**src/rtl/alu_ct_pkg.sv**
```systemverilog
// Shared constants for the MIPS ALU-control / multiply-divide block:
// ALU codes, alu_ct_op encodings, R-type functs and the MDU state encoding.
package alu_ct_pkg;

   localparam logic [3:0] ALU_AND = 4'b0000;
   localparam logic [3:0] ALU_OR  = 4'b0001;
   localparam logic [3:0] ALU_ADD = 4'b0010;
   localparam logic [3:0] ALU_SUB = 4'b0110;
   localparam logic [3:0] ALU_SLT = 4'b0111;
   localparam logic [3:0] ALU_NOR = 4'b1100;

   localparam logic [1:0] OP_ADD   = 2'b00;
   localparam logic [1:0] OP_SUB   = 2'b01;
   localparam logic [1:0] OP_RTYPE = 2'b10;
   localparam logic [1:0] OP_OR    = 2'b11;

   localparam logic [1:0] SEL_ALU = 2'b00;
   localparam logic [1:0] SEL_HI  = 2'b01;
   localparam logic [1:0] SEL_LO  = 2'b10;

   localparam logic [5:0] F_ADD   = 6'b100000;
   localparam logic [5:0] F_ADDU  = 6'b100001;
   localparam logic [5:0] F_SUB   = 6'b100010;
   localparam logic [5:0] F_SUBU  = 6'b100011;
   localparam logic [5:0] F_AND   = 6'b100100;
   localparam logic [5:0] F_OR    = 6'b100101;
   localparam logic [5:0] F_NOR   = 6'b100111;
   localparam logic [5:0] F_SLT   = 6'b101010;
   localparam logic [5:0] F_MFHI  = 6'b010000;
   localparam logic [5:0] F_MFLO  = 6'b010010;
   localparam logic [5:0] F_MULT  = 6'b011000;
   localparam logic [5:0] F_MULTU = 6'b011001;
   localparam logic [5:0] F_DIV   = 6'b011010;
   localparam logic [5:0] F_DIVU  = 6'b011011;

   typedef enum logic [1:0] {
      MDU_IDLE = 2'b00,
      MDU_MUL  = 2'b01,
      MDU_DIV  = 2'b10,
      MDU_FIX  = 2'b11
   } mdu_state_e;

   // mult/multu/div/divu share the 0110xx pattern
   function automatic logic is_mdu_funct(input logic [5:0] f);
      return f[5:2] == 4'b0110;
   endfunction

endpackage

```
**src/rtl/mdu_iter.sv**
```systemverilog
// Iterative multiply/divide unit: one bit per cycle on magnitudes, then a
// single sign-fix cycle that commits HI/LO and raises done.
//
// state    | meaning
// MDU_IDLE | waiting for start; HI/LO hold last result
// MDU_MUL  | shift-add, one multiplier bit per cycle
// MDU_DIV  | restoring division, one quotient bit per cycle
// MDU_FIX  | apply result signs, write HI/LO
module mdu_iter
   import alu_ct_pkg::*;
#(
   parameter int DATA_W = 32
) (
   input  logic              clk,
   input  logic              rst,
   input  logic              start,
   input  logic              is_div,
   input  logic              is_signed,
   input  logic [DATA_W-1:0] a,
   input  logic [DATA_W-1:0] b,
   output logic [DATA_W-1:0] hi,
   output logic [DATA_W-1:0] lo,
   output logic              busy,
   output logic              done
);

   localparam int CNT_W = $clog2(DATA_W);

   mdu_state_e state, state_nxt;

   logic [CNT_W-1:0]    cnt;
   logic                cnt_tc;
   logic [DATA_W-1:0]   mcand;
   logic [DATA_W-1:0]   acc_hi;
   logic [DATA_W-1:0]   acc_lo;
   logic                neg_q;
   logic                neg_r;
   logic                b_zero;
   logic                div_op;
   logic [DATA_W-1:0]   hi_q;
   logic [DATA_W-1:0]   lo_q;
   logic                done_q;

   logic                a_neg;
   logic                b_neg;
   logic [DATA_W-1:0]   a_mag;
   logic [DATA_W-1:0]   b_mag;
   logic [DATA_W:0]     mul_sum;
   logic [DATA_W:0]     div_shift;
   logic [DATA_W:0]     div_trial;
   logic [2*DATA_W-1:0] prod;
   logic [2*DATA_W-1:0] prod_fix;
   logic [DATA_W-1:0]   quo_fix;
   logic [DATA_W-1:0]   rem_fix;

   assign cnt_tc = (cnt == '0);

   always_ff @(posedge clk) begin
      if (!rst) state <= MDU_IDLE;
      else      state <= state_nxt;
   end

   always_comb begin
      state_nxt = state;
      case (state)
         MDU_IDLE: if (start) state_nxt = is_div ? MDU_DIV : MDU_MUL;
         MDU_MUL,
         MDU_DIV:  if (cnt_tc) state_nxt = MDU_FIX;
         MDU_FIX:  state_nxt = MDU_IDLE;
         default:  state_nxt = MDU_IDLE;
      endcase
   end

   assign a_neg = is_signed & a[DATA_W-1];
   assign b_neg = is_signed & b[DATA_W-1];
   assign a_mag = a_neg ? -a : a;
   assign b_mag = b_neg ? -b : b;

   assign mul_sum   = {1'b0, acc_hi} + (acc_lo[0] ? {1'b0, mcand} : '0);
   assign div_shift = {acc_hi, acc_lo[DATA_W-1]};
   assign div_trial = div_shift - {1'b0, mcand};

   // magnitude INT_MIN / 1 already yields INT_MIN after negation, so no special case
   assign prod     = {acc_hi, acc_lo};
   assign prod_fix = neg_q ? -prod : prod;
   assign quo_fix  = neg_q ? -acc_lo : acc_lo;
   assign rem_fix  = neg_r ? -acc_hi : acc_hi;

   always_ff @(posedge clk) begin
      if (!rst) begin
         cnt    <= '0;
         mcand  <= '0;
         acc_hi <= '0;
         acc_lo <= '0;
         neg_q  <= 1'b0;
         neg_r  <= 1'b0;
         b_zero <= 1'b0;
         div_op <= 1'b0;
         hi_q   <= '0;
         lo_q   <= '0;
         done_q <= 1'b0;
      end else begin
         done_q <= 1'b0;
         case (state)
            MDU_IDLE: begin
               if (start) begin
                  mcand  <= b_mag;
                  acc_lo <= a_mag;
                  acc_hi <= '0;
                  cnt    <= CNT_W'(DATA_W - 1);
                  neg_q  <= a_neg ^ b_neg;
                  neg_r  <= a_neg;
                  b_zero <= (b == '0);
                  div_op <= is_div;
               end
            end
            MDU_MUL: begin
               acc_hi <= mul_sum[DATA_W:1];
               acc_lo <= {mul_sum[0], acc_lo[DATA_W-1:1]};
               cnt    <= cnt - 1'b1;
            end
            MDU_DIV: begin
               if (!div_trial[DATA_W]) begin
                  acc_hi <= div_trial[DATA_W-1:0];
                  acc_lo <= {acc_lo[DATA_W-2:0], 1'b1};
               end else begin
                  acc_hi <= div_shift[DATA_W-1:0];
                  acc_lo <= {acc_lo[DATA_W-2:0], 1'b0};
               end
               cnt <= cnt - 1'b1;
            end
            MDU_FIX: begin
               done_q <= 1'b1;
               if (div_op) begin
                  // divide by zero: remainder already holds A, quotient is all ones
                  hi_q <= rem_fix;
                  lo_q <= b_zero ? '1 : quo_fix;
               end else begin
                  {hi_q, lo_q} <= prod_fix;
               end
            end
            default: ;
         endcase
      end
   end

   assign busy = (state != MDU_IDLE);
   assign done = done_q;
   assign hi   = hi_q;
   assign lo   = lo_q;

endmodule

```
**src/rtl/alu_ct_mdu.sv**
```systemverilog
// MIPS ALU control: decodes alu_ct_op/funct into the ALU code and HI/LO
// writeback select, launches the iterative MDU and stalls the pipeline while it runs.
module alu_ct_mdu
   import alu_ct_pkg::*;
#(
   parameter int DATA_W   = 32,
   parameter int ALU_CT_W = 4
) (
   input  logic                clk,
   input  logic                rst,
   input  logic                op_valid,
   input  logic [1:0]          alu_ct_op,
   input  logic [5:0]          funct,
   input  logic [DATA_W-1:0]   src_a,
   input  logic [DATA_W-1:0]   src_b,
   output logic [ALU_CT_W-1:0] alu_ct,
   output logic [1:0]          hilo_sel,
   output logic [DATA_W-1:0]   hi,
   output logic [DATA_W-1:0]   lo,
   output logic                busy,
   output logic                done,
   output logic                stall
);

   logic [3:0] alu_code;
   logic [1:0] sel_code;
   logic       mdu_op;
   logic       mf_op;
   logic       start;

   always_comb begin
      alu_code = ALU_AND;
      sel_code = SEL_ALU;
      mf_op    = 1'b0;
      case (alu_ct_op)
         OP_ADD: alu_code = ALU_ADD;
         OP_SUB: alu_code = ALU_SUB;
         OP_OR:  alu_code = ALU_OR;
         default: begin
            case (funct)
               F_ADD, F_ADDU: alu_code = ALU_ADD;
               F_SUB, F_SUBU: alu_code = ALU_SUB;
               F_AND:         alu_code = ALU_AND;
               F_OR:          alu_code = ALU_OR;
               F_NOR:         alu_code = ALU_NOR;
               F_SLT:         alu_code = ALU_SLT;
               F_MFHI: begin
                  sel_code = SEL_HI;
                  mf_op    = 1'b1;
               end
               F_MFLO: begin
                  sel_code = SEL_LO;
                  mf_op    = 1'b1;
               end
               default:       alu_code = ALU_AND;
            endcase
         end
      endcase
   end

   assign mdu_op = (alu_ct_op == OP_RTYPE) && is_mdu_funct(funct);

   // busy is exactly "MDU not idle", so it also gates acceptance of a new start
   assign start = op_valid & mdu_op & ~busy;

   mdu_iter #(.DATA_W(DATA_W)) u_mdu (
      .clk       (clk),
      .rst       (rst),
      .start     (start),
      .is_div    (funct[1]),
      .is_signed (~funct[0]),
      .a         (src_a),
      .b         (src_b),
      .hi        (hi),
      .lo        (lo),
      .busy      (busy),
      .done      (done)
   );

   assign alu_ct   = rst ? ALU_CT_W'(alu_code) : '0;
   assign hilo_sel = rst ? sel_code : 2'b00;
   assign stall    = rst & (busy | (op_valid & mdu_op & busy) | (op_valid & mf_op & busy));

endmodule

```
**config.mk**
```make
export PLATFORM = sky130hd
export DESIGN_NAME = alu_ct_mdu
export DESIGN_NICKNAME = d
export VERILOG_FILES = /design/src/rtl/alu_ct_pkg.sv /design/src/rtl/mdu_iter.sv /design/src/rtl/alu_ct_mdu.sv
export SDC_FILE = /design/constraint.sdc
export NUM_CORES = 1
export LEC_CHECK = 0
export CELL_PAD_IN_SITES_DETAIL_PLACEMENT = 1
export CELL_PAD_IN_SITES_GLOBAL_PLACEMENT = 1
export CORE_MARGIN = 2
export CORE_UTILIZATION = 30
export DETAILED_ROUTE_END_ITERATION = 8
export GPL_TIMING_DRIVEN = 0
export PLACE_DENSITY = 0.63
export SYNTH_ARGS = -nofsm -noshare
export SYNTH_HDL_FRONTEND = slang
export SYNTH_SLANG_ARGS = --single-unit
```
**constraint.sdc**
```tcl
create_clock -name clk -period 4.06 [get_ports clk]
set_clock_uncertainty 0.15 [all_clocks]
set_input_delay 0.812 -clock clk [delete_from_list [all_inputs] [get_ports clk]]
set_output_delay 0.812 -clock clk [all_outputs]
set_load 0.01 [all_outputs]
```
==> reports/metrics.yaml, run 1 <==
outcome:
  status: "finished clean"
yosys:
  synth_ff_type: "dfxtp_1"
  synth_edf_count: 0
  yosysTopAreaCellShare_pct: 25.0
  syn-num-nets: 1985
  syn_inst: 1833
  yosysTopAreaCell: "dfxtp_1"
  async_flop_share_pct: 0
  yosysUniqueCellTypes: 89
  synth_area_leaders: "dfxtp_1 (25%), a21oi_1 (7.1%), ha_1 (6.8%)"
  ys_seq_area_share_pct: 25.0
  ys_ff_latch: 172
  avgSynthCellArea_sq_um: 7.51
  yosysWarnings: 0
  syn_area_sq_um: 13800
global_route:
  overflow: 0
  grt_busiest_layer: "met2"
  grt_max_degree: 20
  grtUsageMet2_pct: 42.2
  grt_first_pass_wirelength_um: 89400
  grt_antenna_before_repair: 0
  grt_util_met3_pct: 2.94
  grt_use_met1_pct: 31.7
  grtUsageTotal_pct: 24.4
  grt_pass1_vias: 14800
setup_path:
  start_kind: "primary input"
  crit_arrival_ns: 3.00
  crit_fanout: 10
  endpoint_kind: "primary output"
  path_class: "primary input to primary output"
  reg2reg_slack_ns: 0.12
  required_ns: 3.10
min_path:
  hold_path.class: "flop to flop"
pwr:
  clkPwrFrac_pct: 25.4
  p_comb_share_pct: 44.5
  irDropWorstVdd_uv: 347
  intPower_mw: 3.85
  p_leak_nw: 6.13
  switchingPower_mw: 3.08
  p_seq_share_pct: 30.0
  pwr_density_cell_nw_per_um2: 415
  total_power_mw: 6.92
  swShare_pct: 44.4
detailed_routing:
  dr.pass1.iters: 5
  detail-route-antenna-nets: 0
  routed_wl_um: 58200
  via_per_inst: 5.64
  drt_iter0_markers: 810
  vias: 14700
  remaining_drc_errors: 0
  drt-wirelength-per-cell_um: 22.3
final_layout:
  syn_to_final_growth_pct: 21.1
  fillerInstances: 5562
  layout.nets: 2151
  multiInputGateArea_sq_um: 9610
  regArea_sq_um: 3450
  layout_commonest_cell: "a21oi_1"
  final_cell_mix: "a21oi_1 (193), nor2_1 (171), dfxtp_1 (169)"
  design_area_sq_um: 16700
  antenna-diode-count: 0
  drive_gt1_share_pct: 4.27
timing:
  worst_slack_ns: 0.0950
  finalHoldViolCount: 0
  slew_headroom_pct: 41.3
  finalCritPeriodShare_pct: 97.7
  drv_slew: 0
  period_needed_ns: 3.97
  grt_setup_unrepaired: "false"
  setup_viol: 0
  worstMarginPinSlew_ns: 0.877
  fmax_mhz: 252
placed_design:
  dpl.hpwl_um: 47200
  port_buffers: 147
  post_dp_cell_area_sq_um: 16000
  pre_cts_ws_ns: -1.25
  gp_congestion: 0.903
floorplan:
  die_y_um: 218
  io_pins: 148
  num_rows: 78
  die-area_sq_um: 47600
  die_w_um: 218
  fp.coreArea_sq_um: 45300
  start_util_pct: 30.4
clocking:
  cts.path.max_buffers: 2
  cts.sinks: 172
  cts_hold_buf: 0
  clkTransAtPathRegs_ns: 0.07
  cts_buffers: 17
  cts_htree_levels: 4
  tritoncts: "yes"
  clock-root-buffer: "clkbuf_16"
  clk_latency_ns: 0.48
job:
  maxCapViolCount: 0
-- final timing paths --
path,startpoint,end,cells past startpoint
hold / removal,u_mdu.mcand[25],u_mdu.mcand[25],2
hold reg to reg,u_mdu.mcand[25],u_mdu.mcand[25],2
setup reg to reg,u_mdu.acc_lo[31],u_mdu.acc_hi[10],13
setup / recovery,rst,alu_ct[0],7
-- area by class of cell --
| class | count | share of cell area, % |
|---|---|---|
| plain buffers | 125 | 3.14 |
| multi-input cells | 1467 | 57.6 |
| repair buffers | 148 | 8.87 |
| flip-flops and latches | 172 | 20.7 |
| clock inverters | 13 | 0.991 |
| clock buffers | 19 | 2.60 |
| inverters | 68 | 1.56 |
| well taps | 600 | 4.50 |
-- repair_timing --
action	CTS	global route
setup buffers	1	0
resized for setup	19	7
hold endpoints to repair	0	0
gates cloned	0	0
endpoints found under the setup margin	38	23
pin swaps	1	0
-- registers in the layout, indices dropped and copies added (netlist names), 2 cells and up --
signal and cells:
u_mdu.acc_hi 32, u_mdu.acc_lo 32, u_mdu.cnt 5, u_mdu.hi 32, u_mdu.lo 32, u_mdu.mcand 32
u_mdu.state 2
-- cell families (layout without fill, tap and decap cells) --
family                   after synthesis  after routing  synth area share (%)
AO/OA/AOI/OAI                        666            666                  31.1
AND/OR/NAND/NOR                      537            537                  19.2
buffers and inverters                194            373                  5.47
flip-flops                           172            172                  25.0
XOR/XNOR                             170            170                  10.8
adder cells (fa/ha/maj)               77             77                  7.11
multiplexers                          17             17                  1.25
-- power by group through the flow --
stage	Sequential, mW	Combinational, mW	Clock, mW
floorplan	2.04	1.95	0
global placement	2.11	2.96	0
detailed placement	2.11	3.02	0
CTS	2.08	3.06	1.78
global route	2.10	3.37	1.86
finish	2.08	3.08	1.76
-- cell usage after synthesis, drive strengths merged, types with 4 or more instances --
cell type and count:
a211oi 45, a21boi 4, a21o 36, a21oi 194
a221o 27, a221oi 7, a22oi 20, a311oi 13
a31o 4, a31oi 27, and2 5, and3 9
buf 17, clkbuf 109, dfxtp 172, ha 75
inv 65, mux2i 15, nand2 123, nand2b 26
nand3 33, nand3b 18, nand4 12, nor2 173
nor2b 22, nor3 46, nor3b 6, nor4 14
nor4b 6, o211ai 43, o21a 5, o21ai 159
o21bai 7, o221ai 4, o22ai 5, o31ai 28
o41ai 11, or2 8, or3 17, or4 8
xnor2 81, xor2 89
-- per-stage QoR --
stage	setup TNS (ns)	std cells	util, %	hold slack (ns)
after floorplan	0	1833	-	0.282
after global placement	-15.47	2580	35.3	0.295
after detailed placement	-16.58	2580	35.3	0.304
after CTS	0	2612	36.7	0.316
after global routing	0	2612	36.8	0.349
final	0	2612	36.8	0.310
-- layer usage --
metal	wire [um]	share of wire, %
met1	26700	46
met2	27900	48
met3	1970	3.4
met4	1640	2.8
met5	0	0
-- worst max-delay path: stages --
cell             delay, ns
clkdlybuf4s50_1       0.57
clkbuf_8              0.26
clkbuf_4              0.30
clkbuf_4              0.31
nand2_1               0.09
nor2_1                0.11
clkdlybuf4s50_1       0.54
Note: power is estimated with default switching activity, not from simulation.
==> run 2, diff against run 1 <==
--- a/config.mk
+++ b/config.mk
@@ -5,6 +5,7 @@
 export SDC_FILE = /design/constraint.sdc
 export NUM_CORES = 1
 export LEC_CHECK = 0
+export ABC_CLOCK_PERIOD_IN_PS = 4059
 export CELL_PAD_IN_SITES_DETAIL_PLACEMENT = 1
 export CELL_PAD_IN_SITES_GLOBAL_PLACEMENT = 1
 export CORE_MARGIN = 2
==> results of run 2 <==
The final DEF is identical to that of run 1; final timing and power are the same.
